--- config.mk ---
export PLATFORM = sky130hd
export DESIGN_NAME = ddr_deserializer
export DESIGN_NICKNAME = d
export VERILOG_FILES = /design/src/rtl/ddr_deserializer.sv
export SDC_FILE = /design/constraint.sdc
export NUM_CORES = 1
export LEC_CHECK = 0
export ABC_AREA = 1
export CORE_MARGIN = 2
export CORE_UTILIZATION = 45
export CTS_CLUSTER_SIZE = 20
export DETAILED_ROUTE_END_ITERATION = 8
export PLACE_DENSITY_LB_ADDON = 0.2
export SETUP_SLACK_MARGIN = 0.2
export SLEW_MARGIN = 10
export SYNTH_ARGS = -nofsm -noshare
export SYNTH_HDL_FRONTEND = slang
export SYNTH_SLANG_ARGS = --single-unit
--- constraint.sdc ---
create_clock -name clk -period 2.15 [get_ports clk]
set_clock_uncertainty 0.15 [all_clocks]
set_input_delay 0.43 -clock clk [delete_from_list [all_inputs] [get_ports clk]]
set_output_delay 0.43 -clock clk [all_outputs]
set_load 0.02 [all_outputs]
--- src/rtl/ddr_deserializer.sv ---
`default_nettype none
// +----------------------------------------------------------------------+
// | ddr_deserializer: packs DDR rise/fall sample pairs into words and    |
// | streams them out through a 2-entry valid/ready buffer. Rev 1.0       |
// +----------------------------------------------------------------------+
module ddr_deserializer #(
  parameter int DATA_WIDTH = 1,
  parameter int PAIRS      = 2
) (
  input  logic                            clk,
  input  logic                            rst_n,
  input  logic [DATA_WIDTH-1:0]           i_din,
  input  logic                            i_din_en,
  input  logic                            i_align,
  output logic [2*PAIRS*DATA_WIDTH-1:0]   o_dout,
  output logic                            o_dout_vld,
  input  logic                            i_dout_rd,
  output logic                            o_ovf,
  input  logic                            i_ovf_clr
);

  localparam int c_w     = 2 * PAIRS * DATA_WIDTH;
  localparam int c_cnt_w = (PAIRS > 1) ? $clog2(PAIRS) : 1;

  logic [DATA_WIDTH-1:0] r_rise;
  logic [DATA_WIDTH-1:0] r_fall;
  logic                  r_en;
  logic [c_cnt_w-1:0]    r_cnt;
  logic [c_w-1:0]        r_word;
  logic [c_w-1:0]        r_head;
  logic [c_w-1:0]        r_tail;
  logic                  r_vld0;
  logic                  r_vld1;
  logic                  r_ovf;

  logic [c_w-1:0]        w_word;
  logic                  w_last;
  logic                  w_push;
  logic                  w_pop;
  logic                  w_drop;

  always_ff @(negedge clk or negedge rst_n) begin
    if (!rst_n) begin
      r_fall <= '0;
    end else begin
      r_fall <= i_din;
    end
  end

  always_ff @(posedge clk or negedge rst_n) begin
    if (!rst_n) begin
      r_rise <= '0;
      r_en   <= 1'b0;
    end else begin
      r_rise <= i_din;
      r_en   <= i_din_en;
    end
  end

  // w_word is the partial word with the pair being consumed merged in.
  always_comb begin
    w_word = r_word;
    w_word[int'(r_cnt)*2*DATA_WIDTH +: 2*DATA_WIDTH] = {r_fall, r_rise};
    w_last = (r_cnt == c_cnt_w'(PAIRS - 1));
    w_push = r_en && !i_align && w_last;
    w_pop  = r_vld0 && i_dout_rd;
    w_drop = w_push && r_vld1 && !w_pop;
  end

  always_ff @(posedge clk or negedge rst_n) begin
    if (!rst_n) begin
      r_cnt  <= '0;
      r_word <= '0;
    end else if (i_align) begin
      r_cnt  <= '0;
      r_word <= '0;
    end else if (r_en) begin
      if (w_last) begin
        r_cnt  <= '0;
        r_word <= '0;
      end else begin
        r_cnt  <= r_cnt + c_cnt_w'(1);
        r_word <= w_word;
      end
    end
  end

  // Head register drives the outputs directly; tail holds the second entry.
  always_ff @(posedge clk or negedge rst_n) begin
    if (!rst_n) begin
      r_head <= '0;
      r_tail <= '0;
      r_vld0 <= 1'b0;
      r_vld1 <= 1'b0;
      r_ovf  <= 1'b0;
    end else begin
      if (w_pop) begin
        if (w_push) begin
          if (r_vld1) begin
            r_head <= r_tail;
            r_tail <= w_word;
          end else begin
            r_head <= w_word;
          end
        end else begin
          r_head <= r_tail;
          r_vld0 <= r_vld1;
          r_vld1 <= 1'b0;
        end
      end else if (w_push) begin
        if (!r_vld0) begin
          r_head <= w_word;
          r_vld0 <= 1'b1;
        end else if (!r_vld1) begin
          r_tail <= w_word;
          r_vld1 <= 1'b1;
        end
      end
      if (w_drop) begin
        r_ovf <= 1'b1;
      end else if (i_ovf_clr) begin
        r_ovf <= 1'b0;
      end
    end
  end

  assign o_dout     = r_head;
  assign o_dout_vld = r_vld0;
  assign o_ovf      = r_ovf;

endmodule
`default_nettype wire

==> results.yml <==
floorplanning:
  fp.dieW_um: 49.1
  num_rows: 16
  core_mm2: 0.00194
  die_h_um: 49.1
  start_util_pct: 47.0
  num_io_pins: 13
  die_area_mm2: 0.00241
job:
  maxCapViolations: 0
layout:
  diodes: 0
  final_cell_mix: "nand2_1 (36), dfrtp_1 (18), inv_1 (14)"
  post-route-util_pct: 57.6
  area_growth_pct: 22.5
  drive_above_1_share_pct: 13.8
  layout.cells.non_filler: 157
  nNetsFinal: 139
  mostFrequentLayoutCell: "nand2_1"
  n_fill_cell: 180
synthesis:
  yosysUniqueCellTypes: 19
  yosys_register_bits: 19
  synthCells: 113
  syn_nets: 121
  synth_area_per_cell_um2: 8.08
  yosys_warnings: 0
  synth-seq-area-share_pct: 52.1
  syn_area_um2: 913
sta:
  tightest_slew_ns: 0.423
  rsz0062_at_grt: "yes"
  setup_viol: 0
  max_slew_margin_pct: 71.8
  holdWs_ns: 0.341
  slew_viol_final: 0
  hold_violations: 0
setup_path:
  arrival_ns: 2.20
  cpPeakStageDelay_ns: 0.41
  ff2ff_path_depth: 5
  crit-reg2reg-launch: "r_fall"
  cp_max_fo: 2
  path_cells: "inv_2, nor2_4, a21oi_2, nand3b_1, nand2_1"
  critPathLaunchType: "register"
  critPathCaptureType: "register"
  cp-startpoint: "r_fall"
  worstPathRequired_ns: 2.24
  slowest_stage: "dfrtn_1"
  path_class: "register to register"
global_routing:
  grt_use_total_pct: 16.3
  grt_pass1_wl_um: 2940
  grt_pass1_vias: 695
  grt_overflow: 0
  grt_max_degree: 19
  antenna_found_initial: 0
cts:
  cts-htree-levels: 1
  tritoncts: "built"
  clkLatencyLatePin_ns: 0.29
  cts_made_buffers: 3
  root_buffer: "clkbuf_4"
  cts.sinks: 19
  cts_buffer_depth: 2
  clk_pin_slew_ns: 0.10
drt:
  firstDrtPassIters: 4
  first_iter_violations: 15
  drc: 0
  wire_per_inst_um: 10.6
  vias: 761
  avgViaCountPerCell: 4.85
  ant_nets: 0
  wl_um: 1660
pwr:
  peakVddDrop_v: 0.000660
  p_leak_nw: 0.571
  pwr_density_cell_mw_per_mm2: 1020
status:
  outcome: "finished clean"
worst_hold_path:
  hold_depth: 2
  min-delay-start: "o_dout[3]"
  worst_hold_path_type: "register to register"
placed_design:
  dp.cells: 152
  hpwl_um: 1290
  portBuffers: 12
  gp_congestion: 0.863
## report_power, final
group / total (mW) / internal, mW / switching [mW]
Sequential: 0.511 / 0.445 / 0.0655
Clock: 0.175 / 0.0723 / 0.103
Combinational: 0.457 / 0.189 / 0.268
## routing by layer
layer | track usage [%] | routed length [µm]
met2 | 24.9 | 781
met3 | 6.13 | 86
met1 | 21.3 | 771
met4 | 5.71 | 22
met5 | 0 | 0
## synth_stat cells
library cell	n	area share, %
inv_2	1	0.41
nor2_2	1	0.69
nand2_4	1	1.2
nand2_2	4	2.7
a21oi_1	3	1.6
nand3b_1	2	1.6
inv_1	15	6.2
o22ai_1	1	0.69
dfrtn_1	1	2.7
inv_4	1	0.69
nand3_1	13	7.1
o21ai_0	6	3.3
o31ai_1	1	0.82
nand2_1	36	15
dfrtp_1	18	49
ha_1	1	1.4
nand4_2	1	1.4
nor2_1	6	2.5
buf_4	1	0.82
## through the flow
step / instance area [µm²] / setup TNS [ns] / setup slack [ns] / power [mW]
5_1_grt: 1120 / -0.0455 / -0.0236 / 1.24
4_1_cts: 1110 / 0 / 0.0216 / 1.16
2_1_floorplan: 913 / 0 / 0.0968 / 0.806
3_3_place_gp: 1070 / -0.0833 / -0.0833 / 0.963
6_report: 1120 / 0 / 0.0405 / 1.14
3_5_place_dp: 1070 / -0.134 / -0.0901 / 0.973
## worst max-delay path, delay by kind of cell (launching register included)
family                 cells  cell delay, ns
buffers and inverters      1            0.05
AND/OR/NAND/NOR            3            0.34
flip-flops                 1            0.41
AO/OA/AOI/OAI              1            0.05
## path summary, 6_finish.rpt
path                        endpoint  slack (ns)
max                        r_tail[1]        0.04
min                        o_dout[3]        0.34
max reg2reg                r_tail[1]        0.04
min reg2reg                o_dout[3]        0.34
max in group asynchronous     r_fall        0.55
min in group asynchronous  r_tail[2]        0.41
## cells by family (layout without fill, tap and decap cells)
group	Yosys count	after routing	share of synthesized area, %
AND/OR/NAND/NOR	64	64	32.1
AO/OA/AOI/OAI	11	11	6.44
buffers and inverters	18	35	8.08
adder cells (fa/ha/maj)	1	1	1.37
flip-flops	19	19	52.1
## layout make-up
class / count / area (µm²) / area share, %
Clock buffer: 4 / 26.3 / 2.35
Sequential cell: 19 / 475 / 42.5
Inverter: 17 / 66.3 / 5.93
Multi-Input combinational cell: 76 / 379 / 33.9
Tap cell: 27 / 33.8 / 3.02
Timing Repair Buffer: 14 / 138 / 12.3
## timing repair
action	4_1_cts	5_1_grt
pin swaps	2	4
hold buffers	0	0
resized for setup	6	2
endpoints found under the setup margin	5	6
setup buffers	1	0
Note: power is estimated with default switching activity, not from simulation.
